==> src/rtl/srv32_seq.sv <==
// srv32_seq: multi-cycle 32-bit logical/arithmetic right shifter, STEP bits per clock
module srv32_seq #(
  parameter int STEP = 1
) (
  input  logic        clk,
  input  logic        rst_n,
  input  logic        start,
  input  logic [31:0] A,
  input  logic [31:0] B,
  input  logic        arith,
  output logic [31:0] res,
  output logic        busy,
  output logic        done
);
  if (STEP != 1 && STEP != 2 && STEP != 4 && STEP != 8 && STEP != 16) begin : g_step_chk
    $error("srv32_seq: STEP must be 1, 2, 4, 8 or 16");
  end
  typedef enum logic [1:0] {IDLE, SHIFT, DONE} state_t;
  localparam logic [4:0] S = 5'(STEP);
  state_t state, state_n;
  logic [31:0] acc, acc_n;
  logic [4:0] rem, rem_n, n;
  logic fill, fill_n;
  always_comb begin
    state_n = state;
    acc_n = acc;
    rem_n = rem;
    fill_n = fill;
    n = rem < S ? rem : S;
    if (state == IDLE && start) begin
      acc_n = A;
      rem_n = B[4:0];
      fill_n = arith & A[31];
      state_n = B[4:0] == 5'd0 ? DONE : SHIFT;
    end else if (state == SHIFT) begin
      // the 33-bit signed shift drags fill into the vacated top bits
      acc_n = 32'($signed({fill, acc}) >>> n);
      rem_n = rem - n;
      state_n = rem_n == 5'd0 ? DONE : SHIFT;
    end else if (state == DONE) begin
      state_n = IDLE;
    end
  end
  always_ff @(posedge clk or negedge rst_n) begin
    if (!rst_n) begin
      state <= IDLE;
      acc <= '0;
      rem <= '0;
      fill <= 1'b0;
      res <= '0;
    end else begin
      state <= state_n;
      acc <= acc_n;
      rem <= rem_n;
      fill <= fill_n;
      res <= state_n == DONE ? acc_n : res;
    end
  end
  assign busy = state != IDLE;
  assign done = state == DONE;
endmodule

==> config.mk <==
export PLATFORM = sky130hd
export DESIGN_NAME = srv32_seq
export DESIGN_NICKNAME = d
export VERILOG_FILES = /design/src/rtl/srv32_seq.sv
export SDC_FILE = /design/constraint.sdc
export NUM_CORES = 1
export LEC_CHECK = 0
export CAP_MARGIN = 25
export CORE_UTILIZATION = 40
export CTS_CLUSTER_SIZE = 12
export DETAILED_ROUTE_END_ITERATION = 10
export PLACE_DENSITY = 0.68
export SETUP_SLACK_MARGIN = 0.05
export SLEW_MARGIN = 15
export SYNTH_ARGS = -nofsm -noshare
export SYNTH_HDL_FRONTEND = slang
export SYNTH_SLANG_ARGS = --single-unit
==> constraint.sdc <==
create_clock -name clk -period 3.23 [get_ports clk]
set_input_delay 0.646 -clock clk [delete_from_list [all_inputs] [get_ports clk]]
set_output_delay 0.646 -clock clk [all_outputs]
set_load 0.05 [all_outputs]
**After elaboration in Yosys (flattened, before gate mapping)**

Cells that the tools add are included.

- Bitwise logic cells: 1
- Div/mod/pow operators: 0
- Order comparisons: 1
- Equality and inequality tests: 3
- Shift-type cells: 1
- Muxes and demuxes: 10
- $mul: 0
- Add/subtract/negate cells: 1
- Reduce and logical (&&, ||, !) cells: 6

Operators by type and width:

| kind | count |
|---|---|
| $mux 32 | 2 |
| $sshr 33x5->32 | 1 |
| $mux 5 | 3 |
| $logic_not 5->1 | 2 |
| $mux 2 | 5 |
| $lt 5x1->1 const B | 1 |
| $sub 5x5->5 | 1 |
| $eq 2x2->1 const B | 2 |
| $reduce_bool 2->1 | 2 |
| $eq 2x1->1 const B | 1 |
| $logic_not 2->1 | 1 |
| $and 1x1->1 | 1 |
| $logic_and 1x1->1 | 1 |

- Input bits: 68
- Memory bits (read-only): 0
- Memories: 0
- Register bits: 72
- Latch bits: 0
- Bits in writable memories: 0
- Output and inout bits: 34

**Depth between registers and ports, before layout**

Gate-level depths: netlist of run 1.

- Depth after elaboration: 8
- Mapped depth: 9
- Gate-level depth less buffers: 6

**Least setup slack after synthesis of run 1**

Ideal clock, no wire load.

- Kind: reg-to-reg
- Start point: reg rem[1]
- End point: reg res[0]
- Period minus slack after synthesis: 2,631 ps
- Data required time: 3,105 ps
- Arrival time: 2,506 ps
- Cell stages (with the launch flop): 10
- Setup time: 125 ps
- Slack: 599 ps
- Cell sequence: dfrtp_1 > or4_1 > buf_2 > buf_6 > nand2b_1 > ha_1 > nand4_1 > a21oi_1 > buf_2 > mux2_2

- Longest elaborated chain between the ends: 8

Ends and longest elaborated chain:

| what | RTL line | RTL |
|---|---|---|
| start, declared | 22 | `logic [4:0] rem, rem_n, n;` |
| start signal, assigned | 54 | `rem <= rem_n;` |
| $lt 5x1->1 | 29 | `n = rem < S ? rem : S;` |
| $mux 5 | 29 |  |
| $sub 5x5->5 | 38 | `rem_n = rem - n;` |
| $logic_not 5->1 | 39 | `state_n = rem_n == 5'd0 ? DONE : SHIFT;` |
| $mux 2 | 39 |  |
| $mux 2 | 35 | `end else if (state == SHIFT) begin` |
| $mux 2 | 30 | `if (state == IDLE && start) begin` |
| $eq 2x2->1 | 56 | `res <= state_n == DONE ? acc_n : res;` |
| end signal, assigned | 56 |  |
| end, declared | 11 | `output logic [31:0] res,` |

Several ways; a longest one is shown, not always the timed one.
A chain may end at the register's enable or synchronous reset.

**Worst setup path in the final report of run 1**

- Start point: reg rem[1]
- End point: reg res[17]

The elaborated chain is that of the path after synthesis.

==> flow_summary.toml, run 1 <==
[run_status]
status = "finished, final reports clean"

[synthesis]
synth_cell_types = 33
syn_nets = 414
syn_area_um2 = 3757
synthTopCellsByArea = "dfrtp_1, o211ai_2, mux2_2"
yosysWarningCount = 0
syn_inst = 345
synth_top_cell_by_area = "dfrtp_1"
synth.ff_latch_count = 72
post-synth-top-area-fraction = 0.4795
syn_area_per_cell_um2 = 10.89
seq_area_frac_synth = 0.4795

[pwr]
leakage_nw = 1.899
p_sw_mw = 2.754
share_comb_of_total_power = 0.571
power_frac_seq = 0.303
ir_drop_mv = 0.5037
p_per_area_nw_per_um2 = 1215
power.internal_mw = 3.063
p_clk_frac = 0.127
swShare = 0.4734

[grt]
grt_pass1_vias = 3001
grt-ovfl-total = 0
grt.total_usage = 0.1850
grt_pass1_wl_um = 14480
antenna_found_initial = 0
grt_start_max_net_pins = 73

[final_layout]
fillers = 801
syn_to_final_growth_pct = 27.41
final_common_cell = "clkdlybuf4s50_1"
drive_above_1_share = 0.2330
fin_area_um2 = 4787
final_cell_mix = "clkdlybuf4s50_1, dfrtp_1, nor2_1, a31oi_1"
diodes = 0
nets = 476

[route]
vias = 2954
drtAntennaViolNets = 0
wl_um = 8546
wire_per_inst_um = 16.34
viasPerCell = 5.648
drc = 0
dr.pass1.iters = 5
drtIter0Drc = 184

[floorplan]
rows = 35
io_pins = 102
initial_utilization = 0.4105
fp.dieArea_um2 = 9785
die_y_um = 98.92
die_x_um = 98.92
core_area_um2 = 9153

[timing]
fin_ws_ns = 0.5125
post-route-period-util = 0.8413
slew-limit-headroom = 0.3934
setup_viol = 0
rsz0062_at_grt = "false"
fmax_ghz = 0.3680
hold_viol = 0
fin_crit_ns = 2.717
fin_setup_tns_ns = 0
clock_skew_ns = 0.01127
finalMaxSlewViolations = 0
tightestPinTransition_ns = 0.9099

[critical_path]
start_kind = "flip-flop"
critPathKind = "reg2reg"
cp-end-kind = "flip-flop"
critPathRequiredTime_ns = 3.46
critPathMaxFanout = 19
cp.arrival_ns = 2.94

[placed_design]
io_buffers = 74
dp_slack_ns = 0.5206
dpl.hpwl_um = 5478
routabilityCongestion = 0.8059
dpl_cell_area_um2 = 4582

[run]
drv_cap = 0

[clock_network]
cts_tree = "yes"
cts.repair.resized = 0
cts_sinks = 72
insertion_delay_ns = 0.35
h-tree-depth = 3
hold_buffers = 0
cts-root-buf = "clkbuf_8"
cts_made_buffers = 9
cts_buffer_depth = 2
postCtsSetupBuffers = 0
clkTransAtPathRegs_ns = 0.08

[min_path]
worstHoldPathType = "in2async"
layout make-up:
cell class | count | area, um2 | area share
multi-input combinational | 236 | 1808 | 0.3777
inverter | 3 | 11.26 | 0.002352
timing repair buffer | 85 | 820.8 | 0.1715
clock inverter | 6 | 67.56 | 0.01411
sequential | 72 | 1803 | 0.3766
tap | 111 | 138.9 | 0.02901
clock buffer | 10 | 137.6 | 0.02875
per-stage QoR:
step / instances / utilization / power, mW / hold slack (ns)
final: 523 / 0.5230 / 5.817 / 0.4149
after global routing: 523 / 0.5230 / 6.213 / 0.4924
after CTS: 523 / 0.5230 / 5.859 / 0.4635
after detailed placement: 507 / 0.5006 / 5.105 / 0.4726
after global placement: 507 / 0.5006 / 5.017 / 0.4574
after floorplan: 345 / - / 4.176 / 0.3504
registers in the layout (all words and copies together) (netlist names):
signal	cells
acc	32
res	32
rem	5
state	2
fill	1
synthesized netlist by cell type (all sizes together):
| library cell | number |
|---|---|
| nor2 | 35 |
| clkbuf | 16 |
| nand2 | 6 |
| mux2 | 32 |
| o21ai | 5 |
| or4 | 2 |
| nand4b | 1 |
| or3b | 1 |
| o211ai | 33 |
| inv | 3 |
| buf | 18 |
| dfrtp | 72 |
| nand2b | 2 |
| nor4 | 3 |
| or3 | 1 |
| nand4 | 1 |
| nor3b | 1 |
| and3 | 1 |
| nor3 | 2 |
| or2 | 1 |
| o311ai | 2 |
| ha | 1 |
| a221o | 2 |
| a21oi | 2 |
| nor2b | 33 |
| a31oi | 34 |
| nand3 | 3 |
| a22oi | 32 |
layer usage:
metal  up-vias  routed length (um)  track usage
met3         8                 410      0.04043
met5         -                   0            0
met1      1458                4017       0.2589
li1       1414                   -            -
met4         0                  98      0.05396
met2        74                4020       0.2883
logic make-up (layout without fill, tap and decap cells):
logic type               count (synthesis)  after routing  share of synthesized area
AO/OA/AOI/OAI                          110            110                     0.2444
AND/OR/NAND/NOR                         93             93                     0.1299
flip-flops                              72             72                     0.4795
buffers and inverters                   37            104                    0.04695
multiplexers                            32             32                    0.09591
adder cells (fa/ha/maj)                  1              1                   0.003329
power groups by stage:
stage / clock [mW] / sequential (mW) / combinational (mW)
floorplan: 0 / 2.36 / 1.82
global placement: 0 / 1.75 / 3.27
detailed placement: 0 / 1.77 / 3.33
CTS: 0.755 / 1.76 / 3.34
global route: 0.796 / 1.84 / 3.58
finish: 0.737 / 1.76 / 3.32
path summary, 6_finish.rpt:
kind                              from       to  slack (ns)  cells past startpoint
worst max-delay path            rem[1]  res[17]        0.51                      7
worst min-delay path             rst_n   res[3]        0.41                      1
worst max register to register  rem[1]  res[17]        0.51                      7
worst min register to register    fill     fill        0.50                      2
max in group asynchronous        rst_n   rem[0]        2.14                      1
min in group clk                  fill     fill        0.50                      2
critical path, cell delays in order, from the launching register on:
cell	delay, ns
dfrtp_1	0.48
or4_2	0.71
nand2b_1	0.13
ha_1	0.25
nand4_1	0.17
a21oi_4	0.19
buf_4	0.30
mux2_2	0.37
No activity file was read; power rests on OpenSTA's default activity.
==> run 2: changes to the inputs <==
PLACE_DENSITY = 0.71   (was 0.68)
clock period = 2.4 ns   (was 3.23 ns; I/O delays follow)
==> run 2 against run 1 <==
  * Sequential power up 29%
  * Routed wire length grew 6.3%
  * Design area is 4.2% higher
  * Register-to-register slack lost 0.38 ns
  * Hold slack got worse by 0.27 ns
  * Total power grew 41%
  * Non-clock buffer count is 13 higher
  * Critical path depth unchanged
  * Via count rose by 2.1%
  * Sequential share of layout area decreased by 1.5 points
  * Worst setup slack got worse by 0.38 ns
  * Largest cell class unchanged
==> flow_summary.toml, run 2 (same netlist as run 1, synthesis figures left out) <==
[clock_network]
clkTransAtPathRegs_ns = 0.08
cts-root-buf = "clkbuf_8"
cts_sinks = 72
h-tree-depth = 3
hold_buffers = 0
cts_tree = "yes"
cts_made_buffers = 9
cts_buffer_depth = 2
insertion_delay_ns = 0.34

[placed_design]
dp_slack_ns = 0.002210
io_buffers = 74
dpl.hpwl_um = 5756
dp.cells = 518
routabilityCongestion = 0.8102

[final_layout]
drive_above_1_share = 0.2594
diodes = 0
fillers = 783
layout.cells.non_filler = 535
syn_to_final_growth_pct = 32.77
final_cell_mix = "dfrtp_1, clkdlybuf4s50_1, nor2_1, a31oi_1"
largest_registers = "acc: 32 flops, res: 32 flops, rem: 5 flops"
nets = 489

[timing]
tightestPinTransition_ns = 0.7829
fmax_ghz = 0.4403
rsz0062_at_grt = "true"
slew-limit-headroom = 0.4781
fin_crit_ns = 2.271
hold_viol = 0
finalMaxSlewViolations = 0
hold_ws_ns = 0.1475
clock_skew_ns = 0.006248
fin_setup_tns_ns = 0
setup_viol = 0
fin_ws_ns = 0.1289
post-route-period-util = 0.9463

[critical_path]
worst-path-buf-inv = 1
cp_top_family = "simple AND/OR/NAND/NOR gates"
critPathSlowestCell = "or4_4"
reg2reg_to = "res[23]"
critPathMaxFanout = 9
cp-end-kind = "flip-flop"
critPathKind = "reg2reg"
rr_worst_depth = 7
start_kind = "flip-flop"
endpoint = "res[23]"
timing.rr.start = "rem[4]"
startpoint = "rem[4]"
slowest_delay_ns = 0.57
worstSetupPathDepth = 7
path_cells = "or4_4 -> nand2b_4 -> ha_4 -> nand4_1 -> a21oi_4 -> bufbuf_16 -> mux2_2"
reg2reg_slack_ns = 0.13
critPathRequiredTime_ns = 2.63
cp.arrival_ns = 2.50

[pwr]
p_per_area_nw_per_um2 = 1642
leakage_nw = 2.009
p_total_mw = 8.193
ir_drop_mv = 0.7992

[route]
wire_per_inst_um = 16.97
viasPerCell = 5.636
dr.pass1.iters = 5
drtAntennaViolNets = 0
vias = 3015
drc = 0
wl_um = 9081
drtIter0Drc = 147

[floorplan]
fp.dieArea_um2 = 9785
die_y_um = 98.92
io_pins = 102
core_area_um2 = 9153
die_x_um = 98.92
rows = 35
initial_utilization = 0.4105

[grt]
grt.total_usage = 0.2010
grt_pass1_vias = 3049
grt-ovfl-total = 0
grt_pass1_wl_um = 15410
antenna_found_initial = 0
grt_start_max_net_pins = 67

[run_status]
status = "finished, final reports clean"

[min_path]
worstHoldPathType = "in2async"

[run]
drv_cap = 0
## run 2: how the worst min path moves through the flow
stage,end,slack [ns],cells after the start
6_report,acc[3],0.15,1
5_1_grt,acc[3],0.19,1
4_1_cts,acc[3],0.18,1
3_5_place_dp,fill,0.48,2
3_3_place_gp,fill,0.46,2
2_1_floorplan,acc[0],0.18,0
## run 2: routing by layer
| metal | wire length (um) | GRT usage | up-vias |
|---|---|---|---|
| li1 | - | - | 1435 |
| met1 | 4242 | 0.2726 | 1510 |
| met2 | 4418 | 0.3217 | 60 |
| met3 | 300 | 0.03262 | 10 |
| met4 | 120 | 0.08152 | 0 |
| met5 | 0 | 0 | - |
## run 2: final cells by class
class	instances	area (um2)	share of cell area
clock inverter	5	81.33	0.01630
sequential	72	1803	0.3614
tap	111	138.9	0.02784
multi-input combinational	236	1831	0.3669
inverter	3	11.26	0.002257
timing repair buffer	98	985.9	0.1976
clock buffer	10	137.6	0.02759
## run 2: where the power goes
part	total [mW]	internal [mW]	switching, mW
clock	1.08	0.608	0.475
sequential	2.27	1.85	0.421
combinational	4.84	1.97	2.88
total	8.19	4.42	3.77
## run 2: per-stage QoR
| stage | area (um2) | utilization |
|---|---|---|
| 2_1_floorplan | 3817 | - |
| 3_3_place_gp | 4722 | 0.5159 |
| 3_5_place_dp | 4722 | 0.5159 |
| 4_1_cts | 4982 | 0.5444 |
| 5_1_grt | 4989 | 0.5450 |
| 6_report | 4989 | 0.5450 |
## run 2: what timing repair did
item | in CTS | in global routing
resized for setup | 2 | 2
cloned | 1 | 0
setup endpoints to repair | 33 | 32
setup buffers | 1 | 0
pin swaps | 1 | 1
==> run 3: changes to the inputs <==
PLACE_DENSITY = 0.69   (was 0.71)
==> run 3 against run 2 <==
  * Global-route usage decreased by 0.098 points
  * Sequential cell count unchanged
  * Routed wire length up 1.7%
  * Clock power is essentially flat
  * Sequential power about the same
  * Clock skew up 0.0043 ns
  * Die area is the same
  * Total power grew 0.90%
  * Cell count down 0.37%
  * Critical path depth stayed put
  * Register-to-register slack got worse by 0.06 ns
  * Critical path type unchanged
==> flow_summary.toml, run 3 (same netlist as run 1, synthesis figures left out) <==
[run_status]
status = "finished, final reports clean"

[floorplan]
core_area_um2 = 9153
die_y_um = 98.92
fp.dieArea_um2 = 9785
rows = 35
initial_utilization = 0.4105
die_x_um = 98.92
io_pins = 102

[timing]
hold_ws_ns = 0.1280
rsz0062_at_grt = "true"
fin_setup_tns_ns = 0
clock_skew_ns = 0.01051
setup_viol = 0
finalMaxSlewViolations = 0
slew-limit-headroom = 0.6088
tightestPinTransition_ns = 0.5868
fin_ws_ns = 0.06722
fin_crit_ns = 2.333
post-route-period-util = 0.9720
hold_viol = 0
fmax_ghz = 0.4287

[pwr]
p_per_area_nw_per_um2 = 1647
ir_drop_mv = 0.8405
p_total_mw = 8.267
leakage_nw = 2.009

[final_layout]
diodes = 0
fillers = 803
nets = 486
final_cell_mix = "dfrtp_1, clkdlybuf4s50_1, nor2_1, a31oi_1"
drive_above_1_share = 0.2559
syn_to_final_growth_pct = 33.57
largest_registers = "acc: 32 flops, res: 32 flops, rem: 5 flops"

[route]
wl_um = 9235
drtIter0Drc = 144
wire_per_inst_um = 17.33
viasPerCell = 5.709
dr.pass1.iters = 4
vias = 3043
drtAntennaViolNets = 0
drc = 0

[critical_path]
critPathKind = "reg2reg"
cp-end-kind = "flip-flop"
cp.arrival_ns = 2.57
start_kind = "flip-flop"
critPathMaxFanout = 16
critPathRequiredTime_ns = 2.63

[grt]
grt-ovfl-total = 0
grt_pass1_vias = 3068
grt.total_usage = 0.2000
gr-max-usage-layer = "met2"
antenna_found_initial = 0
met3_usage = 0.05106
grt_pass1_wl_um = 15350
use_met2 = 0.3093
grt_start_max_net_pins = 67
globalRouteMet1Util = 0.2729

[placed_design]
io_buffers = 74
dpl.hpwl_um = 5626
routabilityCongestion = 0.8223
dp_slack_ns = 0.02468

[clock_network]
cts-root-buf = "clkbuf_8"
insertion_delay_ns = 0.35
cts_buffer_depth = 2
clkTransAtPathRegs_ns = 0.09
postCtsSetupBuffers = 0
cts_made_buffers = 9
cts_tree = "yes"
cts_sinks = 72
h-tree-depth = 3

[min_path]
worstHoldPathType = "in2async"

[run]
drv_cap = 0
==> run 3: metrics by stage <==
stage,instances,instance area [um2],util
detailed placement,515,4725,0.5162
floorplan,345,3817,-
CTS,533,5019,0.5483
finish,533,5019,0.5483
global placement,515,4725,0.5162
global route,533,5019,0.5483
==> run 3: worst paths after layout <==
check / from / to / slack, ns / cells after the start
max: rem[4] / res[10] / 0.07 / 7
min: rst_n / res[3] / 0.13 / 1
max reg2reg: rem[4] / res[10] / 0.07 / 7
min reg2reg: fill / fill / 0.49 / 2
max in group asynchronous: rst_n / acc[16] / 1.69 / 2
min in group clk: fill / fill / 0.49 / 2
==> run 3: metal layers <==
metal | wire length [um] | part of all wire
met5 | 0 | 0
met4 | 103 | 0.011
met3 | 418 | 0.045
met2 | 4340 | 0.47
met1 | 4372 | 0.47
==> run 3: cell type report <==
class,instances,area [um2],share of cell area
Multi-Input combinational cell,236,1831,0.3647
Sequential cell,72,1803,0.3593
Timing Repair Buffer,95,1006,0.2004
Tap cell,111,138.9,0.02767
Clock buffer,10,137.6,0.02742
Clock inverter,6,91.34,0.01820
Inverter,3,11.26,0.002244
==> run 3: what timing repair did <==
item / 4_1_cts / 5_1_grt
hold buffers: 0 / 0
gates cloned: 2 / 0
pin swaps: 1 / 1
resized for setup: 3 / 0
setup endpoints to repair: 34 / 24
==> run 3: power breakdown <==
group | total [mW] | leakage [nW] | internal, mW | switching [mW]
logic | 4.89 | 1.03 | 1.99 | 2.90
clock network | 1.11 | 0.105 | 0.617 | 0.491
registers | 2.27 | 0.877 | 1.85 | 0.420
total | 8.27 | 2.01 | 4.45 | 3.82
==> run 3: worst max-delay path: stages, from the launching register on <==
cell	delay (ns)
dfrtp_1	0.38
or4_4	0.56
nand2b_4	0.10
ha_4	0.13
nand4_1	0.12
a21oi_4	0.24
bufbuf_16	0.34
mux2_2	0.34
